### src/rtl/apb_cmd_master_if.sv
// rtl/apb_cmd_master_if.sv - command, response and APB3 signal bundle for apb_cmd_master
interface apb_cmd_master_if #(
    parameter int ADDR_W = 10,
    parameter int DATA_W = 32
);
    // command stream
    logic              cmd_valid_i;
    logic              cmd_ready_o;
    logic              cmd_write_i;
    logic [ADDR_W-1:0] cmd_addr_i;
    logic [DATA_W-1:0] cmd_wdata_i;

    // response stream
    logic              rsp_valid_o;
    logic              rsp_ready_i;
    logic [DATA_W-1:0] rsp_rdata_o;
    logic              rsp_err_o;

    // APB3 initiator side
    logic              psel_o;
    logic              penable_o;
    logic [ADDR_W-1:0] paddr_o;
    logic              pwrite_o;
    logic [DATA_W-1:0] pwdata_o;
    logic              pready_i;
    logic [DATA_W-1:0] prdata_i;
    logic              pslverr_i;

    modport master (
        input  cmd_valid_i, cmd_write_i, cmd_addr_i, cmd_wdata_i,
        output cmd_ready_o,
        output rsp_valid_o, rsp_rdata_o, rsp_err_o,
        input  rsp_ready_i,
        output psel_o, penable_o, paddr_o, pwrite_o, pwdata_o,
        input  pready_i, prdata_i, pslverr_i
    );

    modport slave (
        output cmd_valid_i, cmd_write_i, cmd_addr_i, cmd_wdata_i,
        input  cmd_ready_o,
        input  rsp_valid_o, rsp_rdata_o, rsp_err_o,
        output rsp_ready_i,
        input  psel_o, penable_o, paddr_o, pwrite_o, pwdata_o,
        output pready_i, prdata_i, pslverr_i
    );
endinterface

### src/rtl/apb_cmd_master.sv
// rtl/apb_cmd_master.sv - single-outstanding APB3 initiator driven by a command/response stream
module apb_cmd_master #(
    parameter int ADDR_W  = 10,
    parameter int DATA_W  = 32,
    parameter int TIMEOUT = 15
) (
    input  logic clk,
    input  logic reset,
    apb_cmd_master_if.master bus
);
    // Wait counter only ever needs to reach TIMEOUT.
    localparam int CNT_W = ($clog2(TIMEOUT + 1) < 1) ? 1 : $clog2(TIMEOUT + 1);

    typedef enum logic [1:0] {
        IDLE   = 2'd0,
        SETUP  = 2'd1,
        ACCESS = 2'd2,
        RESP   = 2'd3
    } state_t;

    state_t            state;
    state_t            state_nxt;
    logic [CNT_W-1:0]  wait_cnt;
    logic [ADDR_W-1:0] addr_q;
    logic              write_q;
    logic [DATA_W-1:0] wdata_q;
    logic [DATA_W-1:0] rdata_q;
    logic              err_q;

    logic accept;
    logic timeout_hit;

    assign accept      = (state == IDLE) && bus.cmd_valid_i;
    assign timeout_hit = (wait_cnt == CNT_W'(TIMEOUT));

    // State register; reset forces IDLE so psel/penable drop without waiting for a clock.
    always_ff @(posedge clk or posedge reset) begin
        if (reset) begin
            state <= IDLE;
        end else begin
            state <= state_nxt;
        end
    end

    // Next-state: pready completes an ACCESS even in the cycle the timeout would fire.
    always_comb begin
        state_nxt = state;
        case (state)
            IDLE: begin
                if (bus.cmd_valid_i) begin
                    state_nxt = SETUP;
                end
            end
            SETUP: begin
                state_nxt = ACCESS;
            end
            ACCESS: begin
                if (bus.pready_i || timeout_hit) begin
                    state_nxt = RESP;
                end
            end
            RESP: begin
                if (bus.rsp_ready_i) begin
                    state_nxt = IDLE;
                end
            end
            default: begin
                state_nxt = IDLE;
            end
        endcase
    end

    // Command latch, wait counter and response capture.
    always_ff @(posedge clk or posedge reset) begin
        if (reset) begin
            addr_q   <= '0;
            write_q  <= 1'b0;
            wdata_q  <= '0;
            rdata_q  <= '0;
            err_q    <= 1'b0;
            wait_cnt <= '0;
        end else begin
            if (accept) begin
                addr_q  <= bus.cmd_addr_i;
                write_q <= bus.cmd_write_i;
                wdata_q <= bus.cmd_write_i ? bus.cmd_wdata_i : '0;
            end
            if (state == SETUP) begin
                wait_cnt <= '0;
            end
            if (state == ACCESS) begin
                if (bus.pready_i) begin
                    err_q   <= bus.pslverr_i;
                    rdata_q <= (!write_q && !bus.pslverr_i) ? bus.prdata_i : '0;
                end else if (timeout_hit) begin
                    err_q   <= 1'b1;
                    rdata_q <= '0;
                end else begin
                    wait_cnt <= wait_cnt + 1'b1;
                end
            end
        end
    end

    assign bus.cmd_ready_o = (state == IDLE);
    assign bus.psel_o      = (state == SETUP) || (state == ACCESS);
    assign bus.penable_o   = (state == ACCESS);
    assign bus.rsp_valid_o = (state == RESP);
    assign bus.paddr_o     = addr_q;
    assign bus.pwrite_o    = write_q;
    assign bus.pwdata_o    = wdata_q;
    assign bus.rsp_rdata_o = rdata_q;
    assign bus.rsp_err_o   = err_q;
endmodule

### src/flat_wrapper.sv
// flat-port wrapper written by rule: the top's interface ports become plain ports
module apb_cmd_master_flat 
#(
    parameter int ADDR_W  = 10,
    parameter int DATA_W  = 32,
    parameter int TIMEOUT = 15
)
  (clk, reset, bus_cmd_valid_i, bus_cmd_write_i, bus_cmd_addr_i, bus_cmd_wdata_i, bus_cmd_ready_o, bus_rsp_valid_o, bus_rsp_rdata_o, bus_rsp_err_o, bus_rsp_ready_i, bus_psel_o, bus_penable_o, bus_paddr_o, bus_pwrite_o, bus_pwdata_o, bus_pready_i, bus_prdata_i, bus_pslverr_i);
  apb_cmd_master_if #(.ADDR_W(ADDR_W), .DATA_W(DATA_W)) bus_i ();
  input  logic clk;
  input  logic reset;
  input wire logic [$bits(bus_i.cmd_valid_i)-1:0] bus_cmd_valid_i;
  input wire logic [$bits(bus_i.cmd_write_i)-1:0] bus_cmd_write_i;
  input wire logic [$bits(bus_i.cmd_addr_i)-1:0] bus_cmd_addr_i;
  input wire logic [$bits(bus_i.cmd_wdata_i)-1:0] bus_cmd_wdata_i;
  output wire logic [$bits(bus_i.cmd_ready_o)-1:0] bus_cmd_ready_o;
  output wire logic [$bits(bus_i.rsp_valid_o)-1:0] bus_rsp_valid_o;
  output wire logic [$bits(bus_i.rsp_rdata_o)-1:0] bus_rsp_rdata_o;
  output wire logic [$bits(bus_i.rsp_err_o)-1:0] bus_rsp_err_o;
  input wire logic [$bits(bus_i.rsp_ready_i)-1:0] bus_rsp_ready_i;
  output wire logic [$bits(bus_i.psel_o)-1:0] bus_psel_o;
  output wire logic [$bits(bus_i.penable_o)-1:0] bus_penable_o;
  output wire logic [$bits(bus_i.paddr_o)-1:0] bus_paddr_o;
  output wire logic [$bits(bus_i.pwrite_o)-1:0] bus_pwrite_o;
  output wire logic [$bits(bus_i.pwdata_o)-1:0] bus_pwdata_o;
  input wire logic [$bits(bus_i.pready_i)-1:0] bus_pready_i;
  input wire logic [$bits(bus_i.prdata_i)-1:0] bus_prdata_i;
  input wire logic [$bits(bus_i.pslverr_i)-1:0] bus_pslverr_i;
  assign bus_i.cmd_valid_i = bus_cmd_valid_i;
  assign bus_i.cmd_write_i = bus_cmd_write_i;
  assign bus_i.cmd_addr_i = bus_cmd_addr_i;
  assign bus_i.cmd_wdata_i = bus_cmd_wdata_i;
  assign bus_cmd_ready_o = bus_i.cmd_ready_o;
  assign bus_rsp_valid_o = bus_i.rsp_valid_o;
  assign bus_rsp_rdata_o = bus_i.rsp_rdata_o;
  assign bus_rsp_err_o = bus_i.rsp_err_o;
  assign bus_i.rsp_ready_i = bus_rsp_ready_i;
  assign bus_psel_o = bus_i.psel_o;
  assign bus_penable_o = bus_i.penable_o;
  assign bus_paddr_o = bus_i.paddr_o;
  assign bus_pwrite_o = bus_i.pwrite_o;
  assign bus_pwdata_o = bus_i.pwdata_o;
  assign bus_i.pready_i = bus_pready_i;
  assign bus_i.prdata_i = bus_prdata_i;
  assign bus_i.pslverr_i = bus_pslverr_i;
  apb_cmd_master #(.ADDR_W(ADDR_W), .DATA_W(DATA_W), .TIMEOUT(TIMEOUT)) u_core (.clk(clk), .reset(reset), .bus(bus_i));
endmodule
### config.mk
export PLATFORM = sky130hd
export DESIGN_NAME = apb_cmd_master_flat
export DESIGN_NICKNAME = d
export VERILOG_FILES = /design/src/rtl/apb_cmd_master_if.sv /design/src/rtl/apb_cmd_master.sv /design/src/flat_wrapper.sv
export SDC_FILE = /design/constraint.sdc
export NUM_CORES = 1
export LEC_CHECK = 0
export BUFFER_PORTS_ARGS = -buffer_cell sky130_fd_sc_hd__buf_2
export CORE_ASPECT_RATIO = 0.7
export CORE_MARGIN = 5
export CORE_UTILIZATION = 45
export DETAILED_ROUTE_END_ITERATION = 10
export PLACE_DENSITY = 0.76
export RECOVER_POWER = 25
export SLEW_MARGIN = 15
export SYNTH_ARGS = -nofsm -noshare
export SYNTH_HDL_FRONTEND = slang
export SYNTH_SLANG_ARGS = --single-unit
export TNS_END_PERCENT = 30
### constraint.sdc
create_clock -name clk -period 2.9 [get_ports clk]
set_input_delay 0.145 -clock clk [delete_from_list [all_inputs] [get_ports clk]]
set_output_delay 0.145 -clock clk [all_outputs]
set_load 0.1 [all_outputs]
**After elaboration in Yosys (flattened, before gate mapping)**

Cells that the tools add are included.

- Add/sub/neg operators: 1
- Eq/ne operators: 7
- Muxes and demuxes: 14
- Reductions and logical operators: 10

Operators by type and width:

| kind | number |
|---|---|
| $mux 32 | 4 |
| $mux 4 | 4 |
| $pmux 2 s4 | 1 |
| $mux 2 | 3 |
| $add 4x1->4 const B | 1 |
| $eq 2x2->1 const B | 2 |
| $eq 4x4->1 const B | 1 |
| $ne 2x1->1 const B | 2 |
| $reduce_and 3->1 | 1 |
| $eq 2x1->1 const B | 1 |
| $logic_and 1x1->1 | 2 |
| $logic_not 1->1 | 2 |
| $logic_not 2->1 | 1 |
| $logic_or 1x1->1 | 2 |
| $mux 1 | 2 |
| $ne 2x2->1 const B | 1 |
| $reduce_and 2->1 | 1 |
| $reduce_bool 2->1 | 1 |

- Register bits after elaboration: 82
- Input port bits: 81
- Output and inout port bits: 80
- Word-level logic and storage cells: 39

**Depth between registers and ports, before layout**

Gate-level depths: netlist of the first run.

- Depth in word-level cells: 5
- Mapped depth: 7

**Worst setup path before layout of the first run**

OpenSTA, ideal clock, no wires.

- Path kind: register to register
- Start: register u_core.state[0]
- End: register u_core.state[1]
- Arrival: 2.170 ns
- Path slack: 0.601 ns
- Stages on the path, launching flop included: 6
- Buffers on the path: 0
- Path through: dfrtp_1 -> inv_1 -> ha_1 -> nor2b_1 -> a222oi_1 -> mux2_1

- Cells in the longest elaborated chain, start to end: 3

Ends and longest elaborated chain:

| element | line | source |
|---|---|---|
| start, declared | apb_cmd_master.sv:21 | `state_t state;` |
| start signal, assigned | apb_cmd_master.sv:41 | `state <= state_nxt;` |
| $eq 2x2->1 * | -- |  |
| via bus_penable_o | flat_wrapper.sv:22 | `output wire logic [$bits(bus_i.penable_o)-1:0] bus_penable_o;` |
| $ne 2x1->1 (no source line) | -- |  |
| $reduce_and 3->1 (no source line) | -- |  |

Mark *: on every way through the listed nets, which the timed path passes. The rest lies on a longest branch.
A chain may end at the register's enable or synchronous reset.

==> out/metrics.cfg, run 1 <==
[grt]
grt_pass1_wl_um = 13300
grtUsageMet3_pct = 6.92
grt-busiest-layer = met2
use_met1_pct = 23.8
gr-total-overflow = 0
grtUsageMet2_pct = 30.0
first_global_vias = 2714
antenna_found_initial = 0
grt_start_max_net_pins = 50
track_usage_pct = 18.5

[finish]
area_delta_synth_final_pct = 33.8
fin_util_pct = 63.0
layout-drive-gt1-share_pct = 40.5
n_antenna_cell = 0
fin_nets = 530

[setup_path]
cp-start-kind = input pin
required_ns = 3.41
cpPeakStageDelay_ns = 1.29
path_cells = dlygate4sd3_1 -> buf_2 -> inv_1 -> buf_4
end_kind = async pin
slowest_stage = inv_1
setup.worst_path.class = in2async
crit_arrival_ns = 2.57
worst-path-max-fanout = 49
critPathBufInv = 4
cpLargestDelayFamily = buffers and inverters

[synth]
synth_flop_cell = dfrtp_1
ys_async_sr_fraction_pct = 100
synth-seq-cells = 82
synth_top_area_cell = dfrtp_1
synth_top_area_share_pct = 63.6
yosysWarnings = 0
syn-cell-area_um2 = 3230
synth_most_common_cell = dfrtp_1
avgSynthCellArea_um2 = 11.4
syn_nets = 369
ys_seq_area_share_pct = 63.6
synth.distinct_cells = 28
synthTopCellsByCount = 82 x dfrtp_1, 66 x nand2_1, 35 x o21ai_0
syn-instance-count = 282
synth_area_leaders = dfrtp_1 64%, a22o_1 8.7%, nand2_1 7.7%, o21ai_0 5.4%, mux2_2 4.2%
synth_edf_count = 0

[sta]
period_share_pct = 71.0
tns_ns = 0
setup_viol = 0
fmax_mhz = 485
max_slew_margin_pct = -22.8
worst_pin_slew_ns = 1.84
fin_crit_ns = 2.06
finalHoldViolations = 0
rsz0062_at_grt = false
skew_ns = 0.00962
slew_violations = 50

[clock_network]
path_clk_slew_ns = 0.08
cts_tree = built
ctsRootBufferMaster = clkbuf_8
cts_made_buffers = 9
cts_resized = 0
htree_levels = 3
cts.path.max_buffers = 2
cts_sinks = 82
clk_latency_ns = 0.33

[routing]
drt_iter0_markers = 252
first_pass_iters = 4
wire_per_inst_um = 15.3
drt_wl_total_um = 8300
via_per_inst = 5.00
drc = 0
vias = 2706
antenna_left = 0

[die]
ioPinCount = 161
coreArea_um2 = 6850
fp.dieW_um = 111
initial_utilization_pct = 47.1
die_h_um = 80.9
die_area_um2 = 8990
core.rowCount = 25

[place]
gp_congestion = 0.806
numPortBuffers = 160
detailed_place_hpwl_um = 6170

[status]
violations = capacitance limit, slew limit
status = finished with violations

[hold_path]
hp-class = in2reg

[flow_run]
drv_cap = 1

layout by cell type, fill, tap and decap left out, types with 4 or more instances in the layout:
master and count:
a22o_1 32, buf_2 146, buf_4 6, clkbuf_1 15, clkbuf_8 10, dfrtp_1 82, ha_1 6, inv_1 7
mux2_2 12, nand2_1 65, nor2b_1 4, o21ai_0 35
final cells by class:
cell class,instances,area [um2]
timing repair buffer,168,848
fill,590,2530
tap,94,118
sequential,82,2050
inverter,7,26.3
multi-input combinational,175,1080
clock inverter,4,51.3
clock buffer,11,141
worst paths after layout:
kind | from | to | slack (ns) | depth (start not counted)
max | reset | u_core.bus.pwrite_o$_DFFE_PP0P_ | 0.84 | 4
min | bus_prdata_i[4] | u_core.bus.rsp_rdata_o[4]$_DFFE_PP0P_ | 0.02 | 2
max reg2reg | u_core.state[0]$_DFFE_PP0P_ | u_core.bus.pwdata_o[30]$_DFFE_PP0P_ | 0.95 | 5
min reg2reg | u_core.bus.pwdata_o[27]$_DFFE_PP0P_ | u_core.bus.pwdata_o[27]$_DFFE_PP0P_ | 0.48 | 2
max in group clk | u_core.state[0]$_DFFE_PP0P_ | u_core.bus.pwdata_o[30]$_DFFE_PP0P_ | 0.95 | 5
min in group asynchronous | reset | u_core.bus.pwdata_o[6]$_DFFE_PP0P_ | 0.94 | 3
registers in the layout, summed over array words and instances (netlist names):
register                cells
u_core.state                2
u_core.bus.rsp_err_o        1
u_core.bus.pwrite_o         1
u_core.bus.pwdata_o        32
u_core.bus.rsp_rdata_o     32
u_core.wait_cnt             4
u_core.bus.paddr_o         10
through the flow:
stage	setup WS (ns)	cells	hold slack (ns)	cell area, um2
after floorplan	0.601	282	0.278	3230
after global placement	1.05	524	0.319	4120
after detailed placement	0.952	524	0.329	4120
after CTS	0.949	540	0.00388	4330
after global routing	0.438	541	0.000627	4320
final	0.840	541	0.0242	4320
routing by layer:
metal / part of all wire (%) / up-vias
met3: 7.9 / 9
met4: 0.83 / 0
li1: - / 1295
met5: 0 / -
met2: 48 / 104
met1: 43 / 1298
what timing repair did:
action,in CTS,in global routing
buffers inserted,0,0
hold endpoints to repair,47,1
hold buffers,1,1
cells by family (layout without fill, tap and decap cells):
| family | after synthesis | in the layout | share of synthesized area (%) |
|---|---|---|---|
| AOI/OAI and AO/OA | 76 | 76 | 16.2 |
| adders and majority gates | 6 | 6 | 2.33 |
| buffers and inverters | 25 | 190 | 3.10 |
| DFF | 82 | 82 | 63.6 |
| muxes | 13 | 13 | 4.53 |
| and+or+nand+nor | 80 | 80 | 10.2 |
Power of run 1 is not shown: default switching activity piles up to over one toggle a cycle in this logic, so the estimate is an artifact.
==> inputs of run 2 (changes only) <==
--- a/config.mk
+++ b/config.mk
@@ -8,9 +8,9 @@
 export BUFFER_PORTS_ARGS = -buffer_cell sky130_fd_sc_hd__buf_2
 export CORE_ASPECT_RATIO = 0.7
 export CORE_MARGIN = 5
-export CORE_UTILIZATION = 45
+export CORE_UTILIZATION = 41
 export DETAILED_ROUTE_END_ITERATION = 10
-export PLACE_DENSITY = 0.76
+export PLACE_DENSITY = 0.73
 export RECOVER_POWER = 25
 export SLEW_MARGIN = 15
 export SYNTH_ARGS = -nofsm -noshare
==> constraint.sdc (replaced) <==
create_clock -name clk -period 1.8 [get_ports clk]
set_input_delay 0.09 -clock clk [delete_from_list [all_inputs] [get_ports clk]]
set_output_delay 0.09 -clock clk [all_outputs]
set_load 0.1 [all_outputs]
==> out/metrics.cfg, run 2 (synthesized netlist as in run 1, its figures left out) <==
[status]
status = complete, no violations  ; was finished with violations

[die]
fp.dieW_um = 116  ; was 111 um
initial_utilization_pct = 41.5  ; was 47.1%
ioPinCount = 161  ; unchanged
die_area_um2 = 9780  ; was 8990 um2
die_h_um = 84.2  ; was 80.9 um
coreArea_um2 = 7770  ; was 6850 um2
core.rowCount = 27  ; was 25

[sta]
fmax_mhz = 588
finalHoldViolations = 0  ; unchanged
fin_crit_ns = 1.70
setup_viol = 0  ; unchanged
max_slew_margin_pct = 25.6  ; was -22.8%
slew_violations = 0  ; was 50
skew_ns = 0.00535  ; was 0.00962 ns
worst_pin_slew_ns = 1.12  ; was 1.84 ns
period_share_pct = 94.5

[place]
gp_congestion = 0.779  ; was 0.806
place_inst = 533  ; was 524
numPortBuffers = 160  ; unchanged
detailed_place_hpwl_um = 6020  ; was 6170 um

[finish]
fin_util_pct = 65.1  ; was 63.0%
layout-drive-gt1-share_pct = 40.3  ; was 40.5%
final_cells = 602  ; was 541
n_antenna_cell = 0  ; unchanged
multiInputGateArea_um2 = 1090  ; was 1080 um2
area_delta_synth_final_pct = 56.6  ; was 33.8%
mostFrequentLayoutCell = buf_2  ; unchanged
final_cell_mix = 159 x buf_2, 82 x dfrtp_1, 65 x nand2_1  ; was 146 x buf_2, 82 x dfrtp_1, 65 x nand2_1
ff_latch_area_um2 = 2050  ; unchanged
fillers = 640  ; was 590
fin_nets = 583  ; was 530

[setup_path]
worstRegToRegCells = 5  ; unchanged
crit_arrival_ns = 1.91  ; was 2.57 ns
required_ns = 2.01  ; was 3.41 ns
worst-path-max-fanout = 4  ; was 49
setup.worst_path.class = reg2reg  ; was in2async
r2r_start = u_core.state[0]$_DFFE_PP0P_  ; unchanged
reg2reg_slack_ns = 0.1  ; was 0.95 ns
cp-start-kind = flip-flop  ; was input pin
end_kind = flip-flop  ; was async pin
r2r_end = u_core.state[1]$_DFFE_PP0P_  ; was u_core.bus.pwdata_o[30]$_DFFE_PP0P_

[routing]
wire_per_inst_um = 15.6  ; was 15.3 um
vias = 2879  ; was 2,706
via_per_inst = 4.78  ; was 5.00
first_pass_iters = 4  ; unchanged
drt_iter0_markers = 215  ; was 252
drc = 0  ; unchanged
drt_wl_total_um = 9370  ; was 8300 um
antenna_left = 0  ; unchanged

[hold_path]
whs_endpoint = u_core.bus.pwdata_o[0]$_DFFE_PP0P_  ; was u_core.bus.rsp_rdata_o[4]$_DFFE_PP0P_
hold_path_depth = 3  ; was 2
hold_start = bus_cmd_wdata_i[0]  ; was bus_prdata_i[4]
hp-class = in2reg  ; unchanged

[clock_network]
cts_sinks = 82  ; unchanged
htree_levels = 3  ; unchanged
clk_latency_ns = 0.33  ; about the same
cts_tree = built  ; unchanged
cts_made_buffers = 9  ; unchanged
cts.path.max_buffers = 2  ; unchanged
ctsRootBufferMaster = clkbuf_16  ; was clkbuf_8
path_clk_slew_ns = 0.06  ; was 0.08 ns

[grt]
antenna_found_initial = 0  ; unchanged
track_usage_pct = 19.8  ; was 18.5%
gr-total-overflow = 0  ; unchanged
grt_pass1_wl_um = 15000  ; was 13,300 um
first_global_vias = 2999  ; was 2,714
grt_start_max_net_pins = 83  ; was 50

[flow_run]
drv_cap = 0  ; was 1

[run 2: cell types whose count changed in the layout (fill, tap and decap cells not counted), sizes merged]
cell         before  now
clkinv            1    2
dlygate4sd3       2   52
bufinv            1    2
buf             152  167
inv               8    6
clkinvlp          1    2
clkbuf           25   13
[run 2: cell type report]
cell class	count	area share (%)
Sequential cell	82	40.6
Timing Repair Buffer	221	28.4
Multi-Input combinational cell	175	21.5
Clock buffer	11	4.80
Tap cell	101	2.50
Clock inverter	5	1.53
Inverter	7	0.594
[run 2: what timing repair did]
action,in CTS,in global routing
buffers inserted,0,1
hold buffers,51,1
endpoints found under the setup margin,0,1
gates resized for setup,0,1
endpoints found under the hold margin,132,1
[run 2: worst max-delay path by stage]
stage | startpoint | end | slack [ns] | cells past startpoint
finish | u_core.state[0]$_DFFE_PP0P_ | u_core.state[1]$_DFFE_PP0P_ | 0.1 | 5
global route | u_core.wait_cnt[0]$_DFF_PP0_ | u_core.state[1]$_DFFE_PP0P_ | -0.003 | 4
CTS | u_core.state[0]$_DFFE_PP0P_ | u_core.state[1]$_DFFE_PP0P_ | 0.04 | 5
detailed placement | u_core.state[0]$_DFFE_PP0P_ | u_core.state[1]$_DFFE_PP0P_ | 0.05 | 5
global placement | u_core.state[0]$_DFFE_PP0P_ | u_core.state[1]$_DFFE_PP0P_ | 0.13 | 5
floorplan | u_core.state[0]$_DFFE_PP0P_ | u_core.state[1]$_DFFE_PP0P_ | -0.15 | 5
[run 2: layer usage]
layer / vias to the layer above / share of wire (%) / GRT usage [%]
met1: 1351 / 40 / 23.7
met4: 0 / 2.5 / 8.01
li1: 1405 / - / -
met5: - / 0 / 0
met3: 19 / 5.9 / 5.48
met2: 104 / 52 / 33.4
[run 2: through the flow]
step	hold WS [ns]	setup WS [ns]	area, um2	setup TNS [ns]
floorplan	0.223	-0.154	3240	-6.50
global placement	0.244	0.127	4220	0
detailed placement	0.252	0.0548	4220	0
CTS	0.000223	0.0411	5050	0
global route	0.00601	-0.00293	5050	-0.00293
finish	0.0123	0.0985	5050	0
[run 2: critical path, cell delays in order (launching register included)]
cell	delay, ns
dfrtp_1	0.36
inv_1	0.09
ha_2	0.20
nor2b_1	0.16
a222oi_1	0.41
mux2_1	0.36
Power of run 2 is left out for the same reason.
==> inputs of run 3 (changes only) <==
--- a/config.mk
+++ b/config.mk
@@ -5,7 +5,7 @@
 export SDC_FILE = /design/constraint.sdc
 export NUM_CORES = 1
 export LEC_CHECK = 0
-export BUFFER_PORTS_ARGS = -buffer_cell sky130_fd_sc_hd__buf_2
+export BUFFER_PORTS_ARGS = -buffer_cell sky130_fd_sc_hd__buf_4
 export CORE_ASPECT_RATIO = 0.7
 export CORE_MARGIN = 5
 export CORE_UTILIZATION = 41
==> out/metrics.cfg, run 3 (synthesized netlist as in run 1, its figures left out) <==
[status]
status = complete, no violations  ; unchanged

[setup_path]
end_kind = flip-flop  ; unchanged
reg2reg_slack_ns = 0.02  ; was 0.1 ns
cpPeakStageDelay_ns = 0.43  ; was 0.41 ns
cp-start-kind = flip-flop  ; unchanged
r2r_end = u_core.state[1]$_DFFE_PP0P_  ; unchanged
r2r_start = u_core.state[0]$_DFFE_PP0P_  ; unchanged
worstRegToRegCells = 5  ; unchanged
critPathLaunch = u_core.state[0]$_DFFE_PP0P_  ; unchanged
slowest_stage = a222oi_1  ; unchanged
setup.worst_path.class = reg2reg  ; unchanged
path_cells = inv_1 -> ha_2 -> nor2b_1 -> a222oi_1 -> mux2_1  ; unchanged
crit_arrival_ns = 1.99  ; was 1.91 ns
required_ns = 2.01  ; about the same
worst-path-max-fanout = 4  ; unchanged

[sta]
worst_pin_slew_ns = 1.10  ; was 1.12 ns
max_slew_margin_pct = 26.8  ; was 25.6%
fmax_mhz = 563  ; was 588 MHz
skew_ns = 0.00673  ; was 0.00535 ns
worst_slack_ns = 0.0247  ; was 0.0985 ns
setup_viol = 0  ; unchanged
slew_violations = 0  ; unchanged
fin_crit_ns = 1.78  ; was 1.70 ns
finalHoldViolations = 0  ; unchanged
period_share_pct = 98.6  ; was 94.5%

[grt]
first_global_vias = 2917  ; was 2,999
track_usage_pct = 19.8  ; about the same
antenna_found_initial = 0  ; unchanged
grt_start_max_net_pins = 83  ; unchanged
grt_pass1_wl_um = 15000  ; about the same
gr-total-overflow = 0  ; unchanged

[place]
place_area_um2 = 4620  ; was 4220 um2
numPortBuffers = 160  ; unchanged
dp_slack_ns = -0.00211  ; was 0.0548 ns
gp_congestion = 0.816  ; was 0.779
detailed_place_hpwl_um = 6240  ; was 6020 um

[routing]
drt_wl_total_um = 9460  ; was 9370 um
via_per_inst = 4.87  ; was 4.78
drt_iter0_markers = 174  ; was 215
antenna_left = 0  ; unchanged
first_pass_iters = 5  ; was 4
drc = 0  ; unchanged
vias = 2900  ; was 2,879
wire_per_inst_um = 15.9  ; was 15.6 um

[finish]
layout-drive-gt1-share_pct = 41.0  ; was 40.3%
fin_area_um2 = 5390  ; was 5050 um2
final_cell_mix = 165 x buf_4, 82 x dfrtp_1, 65 x nand2_1  ; was 159 x buf_2, 82 x dfrtp_1, 65 x nand2_1
fin_nets = 577  ; was 583
fin_util_pct = 69.3  ; was 65.1%
n_antenna_cell = 0  ; unchanged
mostFrequentLayoutCell = buf_4  ; was buf_2
area_delta_synth_final_pct = 66.8  ; was 56.6%

[hold_path]
hp-class = in2reg  ; unchanged
whs_endpoint = u_core.bus.pwdata_o[18]$_DFFE_PP0P_  ; was u_core.bus.pwdata_o[0]$_DFFE_PP0P_
hold_start = bus_cmd_wdata_i[18]  ; was bus_cmd_wdata_i[0]
hold_path_depth = 3  ; unchanged

[clock_network]
path_clk_slew_ns = 0.06  ; about the same
cts_sinks = 82  ; unchanged
cts_resized = 0  ; unchanged
htree_levels = 3  ; unchanged
ctsRootBufferMaster = clkbuf_16  ; unchanged
cts.path.max_buffers = 2  ; unchanged
clk_latency_ns = 0.33  ; about the same
cts_tree = built  ; unchanged
cts_made_buffers = 9  ; unchanged

[die]
coreArea_um2 = 7770  ; unchanged
core.rowCount = 27  ; unchanged
fp.dieW_um = 116  ; unchanged
die_h_um = 84.2  ; unchanged
ioPinCount = 161  ; unchanged
initial_utilization_pct = 41.5  ; unchanged
die_area_um2 = 9780  ; unchanged

[flow_run]
drv_cap = 0  ; unchanged

run 3: area by class of cell:
class	instances	area, um2
inverters	7	30.0
fillers	594	2380
repair buffers	215	1770
multi-input cells	175	1090
clock buffers	11	243
clock inverters	5	77.6
well taps	101	126
flip-flops and latches	82	2050
run 3: worst max path at each step:
stage	to	slack, ns
detailed placement	u_core.state[1]$_DFFE_PP0P_	-0.002
finish	u_core.state[1]$_DFFE_PP0P_	0.02
floorplan	u_core.state[1]$_DFFE_PP0P_	-0.15
CTS	u_core.state[1]$_DFFE_PP0P_	0.01
global placement	u_core.state[1]$_DFFE_PP0P_	0.13
global route	u_core.state[1]$_DFFE_PP0P_	-0.03
run 3: stage by stage:
stage / hold WS (ns) / std cells / setup TNS, ns
after floorplan: 0.223 / 282 / -6.50
after global placement: 0.250 / 533 / 0
after detailed placement: 0.257 / 533 / -0.00211
after CTS: 0.000788 / 593 / 0
after global routing: 0.00725 / 596 / -0.0316
final: 0.0123 / 596 / 0
run 3: what timing repair did:
action                                  CTS  global route
endpoints found under the setup margin    1             1
pin swaps                                 1             1
buffers inserted                          0             3
hold buffers                             44             0
hold endpoints to repair                125             0
run 3: worst max-delay path, delay by kind of cell, from the launching register on:
family | cells | cell delay [ns]
DFF | 1 | 0.40
buffers and inverters | 1 | 0.11
adders and majority gates | 1 | 0.20
and+or+nand+nor | 1 | 0.16
muxes | 1 | 0.37
AOI/OAI and AO/OA | 1 | 0.43
run 3: per-layer routing:
metal	vias up	wire length, um	track usage (%)
met5	-	0	0
met3	36	564	5.26
li1	1386	-	-
met1	1366	3830	24.8
met4	0	400	10.2
met2	112	4670	31.5
Power of run 3 is left out for the same reason.
